**config.mk**
```make
export PLATFORM = sky130hd
export DESIGN_NAME = pmu_clock_ctrl
export DESIGN_NICKNAME = d
export VERILOG_FILES = /design/src/rtl/pmu_clock_ctrl.sv
export SDC_FILE = /design/constraint.sdc
export NUM_CORES = 1
export LEC_CHECK = 0
export ABC_AREA = 0
export CORE_MARGIN = 1
export CORE_UTILIZATION = 62
export CTS_CLUSTER_SIZE = 8
export DETAILED_ROUTE_END_ITERATION = 10
export GPL_TIMING_DRIVEN = 0
export PLACE_DENSITY_LB_ADDON = 0.12
export SYNTH_ARGS = -nofsm -noshare
export SYNTH_HDL_FRONTEND = slang
export SYNTH_SLANG_ARGS = --single-unit
```
**constraint.sdc**
```tcl
create_clock -name clk -period 8.35 [get_ports clk]
set_clock_uncertainty 0.2 [all_clocks]
set_input_delay 2.0875 -clock clk [delete_from_list [all_inputs] [get_ports clk]]
set_output_delay 2.0875 -clock clk [all_outputs]
set_load 0.02 [all_outputs]
```
**src/rtl/pmu_clock_ctrl.sv**
```systemverilog
// Power-management clock controller: shared down-counting dividers feed per-channel
// OFF/FULL/DIV clocks; config changes land only while the channel clock is low.
module pmu_clock_ctrl #(
    parameter int unsigned          CHANNELS      = 3,
    parameter int unsigned          DIVIDERS      = 3,
    parameter int unsigned          DIV_WIDTH     = 21,
    parameter logic [DIV_WIDTH-1:0] DIV_DEFAULT   = DIV_WIDTH'(21'h5000),
    parameter logic [1:0]           RESET_MODE    = 2'b01,
    parameter int unsigned          TICK_CYCLES   = 12000000,
    parameter logic [7:0]           TIMER_DEFAULT = 8'd20
) (
    input  logic                clk,
    input  logic                reset,
    input  logic                cfg_valid,
    output logic                cfg_ready,
    input  logic [3:0]          cfg_addr,
    input  logic [23:0]         cfg_data,
    output logic [CHANNELS-1:0] ch_clk,
    output logic [CHANNELS-1:0] ch_ce,
    output logic [CHANNELS-1:0] ch_full,
    output logic                timer_evt
);
    localparam int unsigned         LP_PRE_W   = (TICK_CYCLES > 1) ? $clog2(TICK_CYCLES) : 1;
    localparam logic [LP_PRE_W-1:0] LP_PRE_MAX = LP_PRE_W'(TICK_CYCLES - 1);
    localparam logic [4:0]          LP_N_CH    = 5'(CHANNELS);
    localparam logic [4:0]          LP_N_DIV   = 5'(DIVIDERS);
    localparam logic [1:0]          MODE_FULL  = 2'b01;
    localparam logic [1:0]          MODE_DIV   = 2'b10;

    logic [DIV_WIDTH-1:0] r_div_cnt [DIVIDERS];
    logic [DIV_WIDTH-1:0] r_div_rld [DIVIDERS];
    logic [DIVIDERS-1:0]  w_tc;

    logic [1:0]          r_mode      [CHANNELS];
    logic [3:0]          r_sel       [CHANNELS];
    logic [1:0]          r_pend_mode [CHANNELS];
    logic [3:0]          r_pend_sel  [CHANNELS];
    logic [CHANNELS-1:0] r_pend;
    logic [CHANNELS-1:0] r_ch_clk;
    logic [CHANNELS-1:0] r_ch_ce;
    logic [CHANNELS-1:0] r_ch_full;
    logic                r_cfg_ready;

    logic [1:0]          w_mode_nx  [CHANNELS];
    logic [3:0]          w_sel_nx   [CHANNELS];
    logic [1:0]          w_pmode_nx [CHANNELS];
    logic [3:0]          w_psel_nx  [CHANNELS];
    logic [CHANNELS-1:0] w_pend_nx;
    logic [CHANNELS-1:0] w_clk_nx;
    logic [CHANNELS-1:0] w_ce_nx;
    logic [CHANNELS-1:0] w_full_nx;
    logic [CHANNELS-1:0] w_sel_tc;
    logic                w_swap_take;
    logic [1:0]          w_swap_mode;
    logic [3:0]          w_swap_sel;

    logic [LP_PRE_W-1:0] r_presc;
    logic [7:0]          r_sec;
    logic [7:0]          r_period;
    logic                r_tmr_en;
    logic [3:0]          r_tgt;
    logic [1:0]          r_alt_mode;
    logic [3:0]          r_alt_sel;
    logic                r_timer_evt;

    logic       w_wr;
    logic       w_wr_ch;
    logic       w_wr_tmr;
    logic       w_tick;
    logic       w_expire;
    logic [3:0] w_ch_idx;
    logic [3:0] w_ch_sel;
    logic [1:0] w_ch_mode;
    logic       w_unused;

    // Config decode; DIV configs pointing at a missing divider are dropped.
    assign w_wr      = cfg_valid && r_cfg_ready;
    assign w_ch_idx  = cfg_data[11:8];
    assign w_ch_mode = cfg_data[1:0];
    assign w_ch_sel  = cfg_data[5:2];
    assign w_wr_ch   = w_wr && (cfg_addr == 4'h8) && ({1'b0, w_ch_idx} < LP_N_CH)
                       && !((w_ch_mode == MODE_DIV) && ({1'b0, w_ch_sel} >= LP_N_DIV));
    assign w_wr_tmr  = w_wr && (cfg_addr == 4'h9);
    assign w_tick    = r_tmr_en && (r_presc == '0);
    assign w_expire  = w_tick && (r_sec == '0);
    assign w_unused  = ^cfg_data;

    always_comb begin : tc_decode
        w_tc = '0;
        for (int d = 0; d < DIVIDERS; d++) begin
            w_tc[d] = (r_div_cnt[d] == '0);
        end
    end

    always_comb begin : sel_tc_mux
        w_sel_tc = '0;
        for (int c = 0; c < CHANNELS; c++) begin
            for (int d = 0; d < DIVIDERS; d++) begin
                if (r_sel[c] == 4'(d)) begin
                    w_sel_tc[c] = w_tc[d];
                end
            end
        end
    end

    // A new write beats a timer swap on the same channel; pending configs wait for ch_clk low.
    always_comb begin : ch_next
        w_pend_nx   = r_pend;
        w_clk_nx    = '0;
        w_ce_nx     = '0;
        w_full_nx   = '0;
        w_swap_take = 1'b0;
        w_swap_mode = '0;
        w_swap_sel  = '0;
        for (int c = 0; c < CHANNELS; c++) begin
            w_mode_nx[c]  = r_mode[c];
            w_sel_nx[c]   = r_sel[c];
            w_pmode_nx[c] = r_pend_mode[c];
            w_psel_nx[c]  = r_pend_sel[c];
        end
        for (int c = 0; c < CHANNELS; c++) begin
            if (w_wr_ch && (w_ch_idx == 4'(c))) begin
                w_pend_nx[c]  = 1'b1;
                w_pmode_nx[c] = w_ch_mode;
                w_psel_nx[c]  = w_ch_sel;
            end else if (w_expire && (r_tgt == 4'(c))) begin
                w_pend_nx[c]  = 1'b1;
                w_pmode_nx[c] = r_alt_mode;
                w_psel_nx[c]  = r_alt_sel;
                w_swap_take   = 1'b1;
                w_swap_mode   = r_mode[c];
                w_swap_sel    = r_sel[c];
            end
            if (w_pend_nx[c] && !r_ch_clk[c]) begin
                w_mode_nx[c] = w_pmode_nx[c];
                w_sel_nx[c]  = w_psel_nx[c];
                w_pend_nx[c] = 1'b0;
            end else begin
                w_clk_nx[c] = (r_mode[c] == MODE_DIV) && (r_ch_clk[c] ^ w_sel_tc[c]);
                w_ce_nx[c]  = (r_mode[c] == MODE_DIV) && w_sel_tc[c] && !r_ch_clk[c];
            end
            w_full_nx[c] = (w_mode_nx[c] == MODE_FULL);
        end
    end

    // Reload writes only land in the reload register, so the running count is untouched.
    always_ff @(posedge clk) begin : div_regs
        for (int d = 0; d < DIVIDERS; d++) begin
            if (reset) begin
                r_div_cnt[d] <= DIV_DEFAULT;
                r_div_rld[d] <= DIV_DEFAULT;
            end else begin
                r_div_cnt[d] <= w_tc[d] ? r_div_rld[d] : (r_div_cnt[d] - DIV_WIDTH'(1));
                if (w_wr && (cfg_addr == 4'(d))) begin
                    r_div_rld[d] <= cfg_data[DIV_WIDTH-1:0];
                end
            end
        end
    end

    always_ff @(posedge clk) begin : ch_regs
        if (reset) begin
            r_pend      <= '0;
            r_ch_clk    <= '0;
            r_ch_ce     <= '0;
            r_ch_full   <= {CHANNELS{RESET_MODE == MODE_FULL}};
            r_cfg_ready <= 1'b1;
            for (int c = 0; c < CHANNELS; c++) begin
                r_mode[c]      <= RESET_MODE;
                r_sel[c]       <= '0;
                r_pend_mode[c] <= '0;
                r_pend_sel[c]  <= '0;
            end
        end else begin
            r_pend      <= w_pend_nx;
            r_ch_clk    <= w_clk_nx;
            r_ch_ce     <= w_ce_nx;
            r_ch_full   <= w_full_nx;
            r_cfg_ready <= ~|w_pend_nx;
            for (int c = 0; c < CHANNELS; c++) begin
                r_mode[c]      <= w_mode_nx[c];
                r_sel[c]       <= w_sel_nx[c];
                r_pend_mode[c] <= w_pmode_nx[c];
                r_pend_sel[c]  <= w_psel_nx[c];
            end
        end
    end

    // Prescaler plus seconds counter; both are parked at their reload values while disabled.
    always_ff @(posedge clk) begin : timer_regs
        if (reset) begin
            r_presc     <= LP_PRE_MAX;
            r_sec       <= TIMER_DEFAULT;
            r_period    <= TIMER_DEFAULT;
            r_tmr_en    <= 1'b0;
            r_tgt       <= '0;
            r_alt_mode  <= '0;
            r_alt_sel   <= '0;
            r_timer_evt <= 1'b0;
        end else begin
            r_timer_evt <= w_expire;
            if (w_wr_tmr) begin
                r_period   <= cfg_data[7:0];
                r_tmr_en   <= cfg_data[8];
                r_tgt      <= cfg_data[12:9];
                r_alt_mode <= cfg_data[14:13];
                r_alt_sel  <= cfg_data[18:15];
                r_presc    <= LP_PRE_MAX;
                r_sec      <= cfg_data[7:0];
            end else begin
                if (w_swap_take) begin
                    r_alt_mode <= w_swap_mode;
                    r_alt_sel  <= w_swap_sel;
                end
                if (!r_tmr_en) begin
                    r_presc <= LP_PRE_MAX;
                    r_sec   <= r_period;
                end else if (w_tick) begin
                    r_presc <= LP_PRE_MAX;
                    r_sec   <= (r_sec == '0) ? r_period : (r_sec - 8'd1);
                end else begin
                    r_presc <= r_presc - LP_PRE_W'(1);
                end
            end
        end
    end

    assign cfg_ready = r_cfg_ready;
    assign ch_clk    = r_ch_clk;
    assign ch_ce     = r_ch_ce;
    assign ch_full   = r_ch_full;
    assign timer_evt = r_timer_evt;

endmodule

```
After elaboration in Yosys (flattened, before gate mapping):

Memory sizes are Yosys's and may differ from the RTL's.
Index checks and enable logic that the tools add are counted.

* word-level logic and storage cells: 220
* output and inout port bits: 11
* register bits: 65
* memories: 6
* memory bits (writable): 162

Memory list
* r_div_cnt: depth 3, width 21, read ports 3, clocked after Yosys merged registers in 0, write ports 3, RTL line 30 `logic [DIV_WIDTH-1:0] r_div_cnt [DIVIDERS];`
* r_div_rld: depth 3, width 21, read ports 3, clocked after Yosys merged registers in 0, write ports 3, RTL line 31 `logic [DIV_WIDTH-1:0] r_div_rld [DIVIDERS];`
* r_pend_sel: depth 3, width 4, read ports 3, clocked after Yosys merged registers in 0, write ports 3, RTL line 37 `logic [3:0] r_pend_sel [CHANNELS];`
* r_sel: depth 3, width 4, read ports 3, clocked after Yosys merged registers in 0, write ports 3, RTL line 35 `logic [3:0] r_sel [CHANNELS];`
* r_mode: depth 3, width 2, read ports 3, clocked after Yosys merged registers in 0, write ports 3, RTL line 34 `logic [1:0] r_mode [CHANNELS];`
* r_pend_mode: depth 3, width 2, read ports 3, clocked after Yosys merged registers in 0, write ports 3, RTL line 36 `logic [1:0] r_pend_mode [CHANNELS];`

* $lt $le $gt $ge: 2
* reductions and logical operators: 51
* eq/ne operators: 22
* bitwise operators: 22
* add/sub/neg operators: 5
* multiplexer cells: 95

Operator list (count)
* two-way mux 21 bit: 9
* two-way mux 4 bit: 23
* logical NOT 21 bit: 3
* subtractor 21 x 1 -> 21 bit (second input constant): 3
* two-way mux 2 bit: 23
* two-way mux 1 bit: 36
* two-way mux 8 bit: 4
* logical AND 1 bit: 29
* equality test 4 x 1 -> 1 bit (second input constant): 6
* equality test 4 x 2 -> 1 bit (second input constant): 6
* logical NOT 24 bit: 1
* logical NOT 4 bit: 6
* subtractor 24 x 1 -> 24 bit (second input constant): 1
* bitwise OR 1 bit: 18
* equality test 2 bit (second input constant): 4
* equality test 4 bit (second input constant): 2
* logical NOT 8 bit: 1
* subtractor 8 x 1 -> 8 bit (second input constant): 1
* equality test 2 x 1 -> 1 bit (second input constant): 3
* OR reduction 2 bit: 3
* logical NOT 1 bit: 5
* greater-or-equal comparator 4 x 2 -> 1 bit (second input constant): 1
* < comparator 4 x 2 -> 1 bit (second input constant): 1
* OR reduction 4 bit: 1
* other kinds (5): 7

Logic depth before layout (Yosys ltp):

* word-level depth: 12
* mapped depth: 10
* depth with buffers taken out: 8

Worst setup path before layout:

Ideal clock, no wire load.

* path kind: input to register
* start point: input cfg_data[1]
* end point: register r_ch_clk[0] (netlist: ch_clk[0])
* cell stages on the path: 7
* arrival time: 4.218 ns
* data required time: 8.080 ns
* path slack: 3.862 ns
* cells stage by stage: clkbuf_1 -> nand2b_1 -> o2111ai_1 -> nor2b_1 -> nand2_1 -> or4b_2 -> a21oi_1

* word-level cells in the longest chain between the ends: 8

Ends and longest elaborated chain
* start, declared: RTL line 17 `input logic [23:0] cfg_data,`
* equality test 2 bit: RTL line 82 `&& !((w_ch_mode == MODE_DIV) && ({1'b0, w_ch_sel} >= LP_N_DIV));`
* logical AND 1 bit: RTL line 82
* logical NOT 1 bit: RTL line 82
* logical AND 1 bit: RTL line 82
* logical AND 1 bit: RTL line 122 `if (w_wr_ch && (w_ch_idx == 4'(c))) begin`
* two-way mux 1 bit: RTL line 122
* logical AND 1 bit: RTL line 134 `if (w_pend_nx[c] && !r_ch_clk[c]) begin`
* OR reduction 2 bit (no line)
* end signal, assigned: RTL line 176 `r_ch_clk <= w_clk_nx;`
* end, declared: RTL line 39 `logic [CHANNELS-1:0] r_ch_clk;`

No other way between the ends.
A chain may end at the register's enable or synchronous reset.

Worst setup path in the final report:

* start point: input cfg_data[10]
* end point: register r_alt_sel[2]

* word-level cells in the longest chain between the ends: 11

Ends and longest elaborated chain
* < comparator 4 x 2 -> 1 bit: RTL line 81 `assign w_wr_ch = w_wr && (cfg_addr == 4'h8) && ({1'b0, w_ch_idx} < LP_N_CH)`
* logical AND 1 bit: RTL line 81
* logical AND 1 bit: RTL line 82
* logical AND 1 bit: RTL line 122
* two-way mux 4 bit: RTL line 122
* two-way mux 4 bit: RTL line 126 `end else if (w_expire && (r_tgt == 4'(c))) begin`
* two-way mux 4 bit: RTL line 122
* two-way mux 4 bit: RTL line 126
* two-way mux 4 bit: RTL line 122
* two-way mux 4 bit: RTL line 211 `if (w_swap_take) begin`
* two-way mux 4 bit: RTL line 202 `if (w_wr_tmr) begin`
* end signal, assigned: RTL line 207 `r_alt_sel <= cfg_data[18:15];`
* end signal, assigned: RTL line 213 `r_alt_sel <= w_swap_sel;`
* end, declared: RTL line 63 `logic [3:0] r_alt_sel;`

Parallel ways exist; a longest one is shown, timed or not. The select of a mux whose other input is x is not followed.

==> results.toml <==
[worst_setup_path]
path_class = "input port to register"
crit_fanout = 9
path_cells = "clkdlybuf4s50_1 > nor4b_1 > o2111ai_1 > nor2b_1 > buf_1 > nor4_1 > a32o_1"
worstRegToRegCells = 6
start_kind = "input port"
reg2reg_from = "r_presc[10]$_SDFF_PP0_"
rrSetupSlack_ps = 4810
slowest_stage = "o2111ai_1"
worstPathRequired_ps = 8580
crit_path_end_kind = "register"
max_stage_delay_ps = 740
cpLargestDelayFamily = "simple AND/OR/NAND/NOR gates"
arrival_ps = 5650
r2r-end = "r_alt_sel[2]$_SDFFE_PP0P_"
cp_num_buf_inv = 2

[synth]
synth_edf_count = 63
synth_area_um2 = 10200
synth_nets = 1093
synth-async-reset-ratio = 0
synth_commonest_cells = "164 x dfxtp_1, 143 x nor2_1, 86 x nand2_1, 63 x edfxtp_1, 62 x and2_1"
synth_area_leaders = "dfxtp_1 32%, edfxtp_1 19%, nor2_1 5.3%, xnor2_1 3.9%, and2_1 3.8%"
ys.flop_type = "dfxtp_1"
synth_top_area_frac = 0.323
ys_seq_area_frac = 0.509
avgSynthCellArea_um2 = 9.63
synth_warnings = 0
synthesis.instances = 1055
synth.most_common_cell = "dfxtp_1"
synth.largest_area_cell = "dfxtp_1"
ys_seq_elements = 227
ys_types = 67

[final_layout]
nNetsFinal = 1165
num-fill-cells = 1202
final_layout_size_suffix_gt1_frac = 0.0577
area_growth_pct = 15.6
stdcell_area_um2 = 11700

[timing]
final_hold_viol_count = 0
fin_crit_sh = 0.649
max_freq_mhz = 185
slew_viol_final = 0
rsz0062_at_grt = "false"
tightest_slew_ps = 1230
relSlewSlack = 0.179
period_minus_slack_ps = 5420
layout_setup_ws_ps = 2930
setup_violations = 0
fin_tns_setup_ps = 0

[clock_tree]
clk_latency_ps = 500
cts_buffer_depth = 3
cts_num_sinks = 227
numCtsBuffers = 34
cts_tree = "yes"
cts_resized = 0
cts_root_buf = "clkbuf_16"
h-tree-depth = 2
post-cts-setup-buffers = 0
clk_pin_slew_ps = 50
postCtsHoldBufs = 0

[placement]
hpwl_um = 17800
routabilityCongestion = 0.859
post-place-ws_ps = 2550
place_area_um2 = 10800
io_buffer_count = 36

[grt]
track_usage = 0.315
grt_max_degree = 22
grt_pass1_wl_um = 40200
grt-ovfl-total = 0
antenna_found_initial = 1
grt_pass1_vias = 7590

[route]
ant_nets = 0
drt_wl_total_um = 26000
dr.pass1.iters = 5
wl_per_cell_um = 19.1
num_vias = 8206
drc = 0
drt_iter0_markers = 791
viasPerCell = 6.03

[die]
start_util = 0.637
core_um2 = 15900
num_rows = 46
design.die.area_um2 = 16900
io_pins = 42
die_h_um = 130
fp.dieW_um = 130

[power_and_ir_drop]
ir_drop_mv = 0.205
power_density_nw_per_um2 = 238
total_power_mw = 2.80
leakage_nw = 4.33

[worst_hold_path]
hp-class = "register to register"
hold_end = "r_presc[0]$_SDFF_PP1_"
min-delay-start = "r_presc[0]$_SDFF_PP1_"
holdPathStages = 1

[outcome]
status = "finished clean"

[flow_run]
maxCapViolations = 0
==> worst max-delay path by stage <==
| stage | startpoint | end | slack (ps) | cells past startpoint |
|---|---|---|---|---|
| floorplan | cfg_data[1] | ch_clk[0]$_SDFF_PP0_ | 3860 | 7 |
| global placement | cfg_data[10] | r_alt_sel[0]$_SDFFE_PP0P_ | 2600 | 7 |
| detailed placement | cfg_data[10] | r_alt_mode[1]$_SDFFE_PP0P_ | 2550 | 7 |
| CTS | cfg_data[10] | r_alt_sel[2]$_SDFFE_PP0P_ | 3000 | 7 |
| global route | cfg_data[10] | r_alt_sel[0]$_SDFFE_PP0P_ | 2700 | 7 |
| finish | cfg_data[10] | r_alt_sel[2]$_SDFFE_PP0P_ | 2930 | 7 |
==> sequential cells by signal, summed over array words and instances, names as in the netlist <==
register,flops
cfg_ready,1
ch_ce,3
ch_clk,3
ch_full,3
r_alt_mode,2
r_alt_sel,4
r_div_cnt,63
r_div_rld,63
r_mode,6
r_pend,3
r_pend_mode,6
r_pend_sel,12
r_period,8
r_presc,24
r_sec,8
r_sel,12
r_tgt,4
r_tmr_en,1
timer_evt,1
==> layout make-up <==
class	count	area [µm²]	share of cell area
Clock inverter	2	16.3	0.00139
Clock buffer	50	932	0.0794
Timing Repair Buffer	36	360	0.0307
Multi-Input combinational cell	761	4720	0.402
Antenna cell	1	2.50	0.000213
Sequential cell	227	5170	0.441
Buffer	52	215	0.0183
Inverter	15	56.3	0.00479
Tap cell	216	270	0.0230
==> cell usage in the layout, fill, tap and decap left out, types with 8 or more instances in the layout <==
master             n
nor4_1            21
dfxtp_1          164
and3_1            11
nand3_1           21
o211ai_1           9
nand2_1           86
clkbuf_1          60
mux2_2             9
or4_1             16
nor2_1           143
nor3_1            43
clkdlybuf4s50_1   36
inv_1             15
a211oi_1          31
xnor2_1           45
nand2b_1          16
xor2_1            30
o31ai_1           14
or3_1             11
and2_1            62
o21ai_0           25
edfxtp_1          63
mux2i_1           18
clkbuf_16         35
a21oi_1           23
a31oi_1            9
nand4_1            8
nor2b_1           14
==> metal layers <==
| metal | global-route usage | part of all wire | up-vias | routed length, µm |
|---|---|---|---|---|
| li1 | - | - | 3925 | - |
| met1 | 0.402 | 0.42 | 3855 | 10800 |
| met2 | 0.520 | 0.47 | 355 | 12200 |
| met3 | 0.0627 | 0.078 | 71 | 2030 |
| met4 | 0.138 | 0.037 | 0 | 959 |
| met5 | 0 | 0 | - | 0 |
==> power by group <==
group / switching, mW / total (mW) / internal [mW]
registers: 0.0622 / 1.26 / 1.20
clock network: 0.467 / 1.23 / 0.762
logic: 0.176 / 0.307 / 0.131
==> through the flow <==
step                instances  hold WS (ps)   util
finish                   1360           213  0.737
detailed placement       1307           203  0.677
global route             1359           227  0.736
global placement         1307           185  0.677
CTS                      1359           214  0.736
floorplan                1055           172      -
==> worst reg2reg max path: stages (launching register included) <==
cell and delay (ps):
dfxtp_1 330, or4_4 560, nor4_1 670, nand4_1 530, o21ai_1 620, nor4_1 250, a32o_1 260
==> cells by family after synthesis <==
logic type | after synthesis | synth area share
flip-flops | 227 | 0.509
AND/OR/NAND/NOR | 492 | 0.249
multiplexers | 29 | 0.0307
AO/OA/AOI/OAI | 158 | 0.111
adder cells (fa/ha/maj) | 7 | 0.00862
buffers and inverters | 67 | 0.0267
XOR/XNOR | 75 | 0.0646
Note: power is estimated with default switching activity, not from simulation.
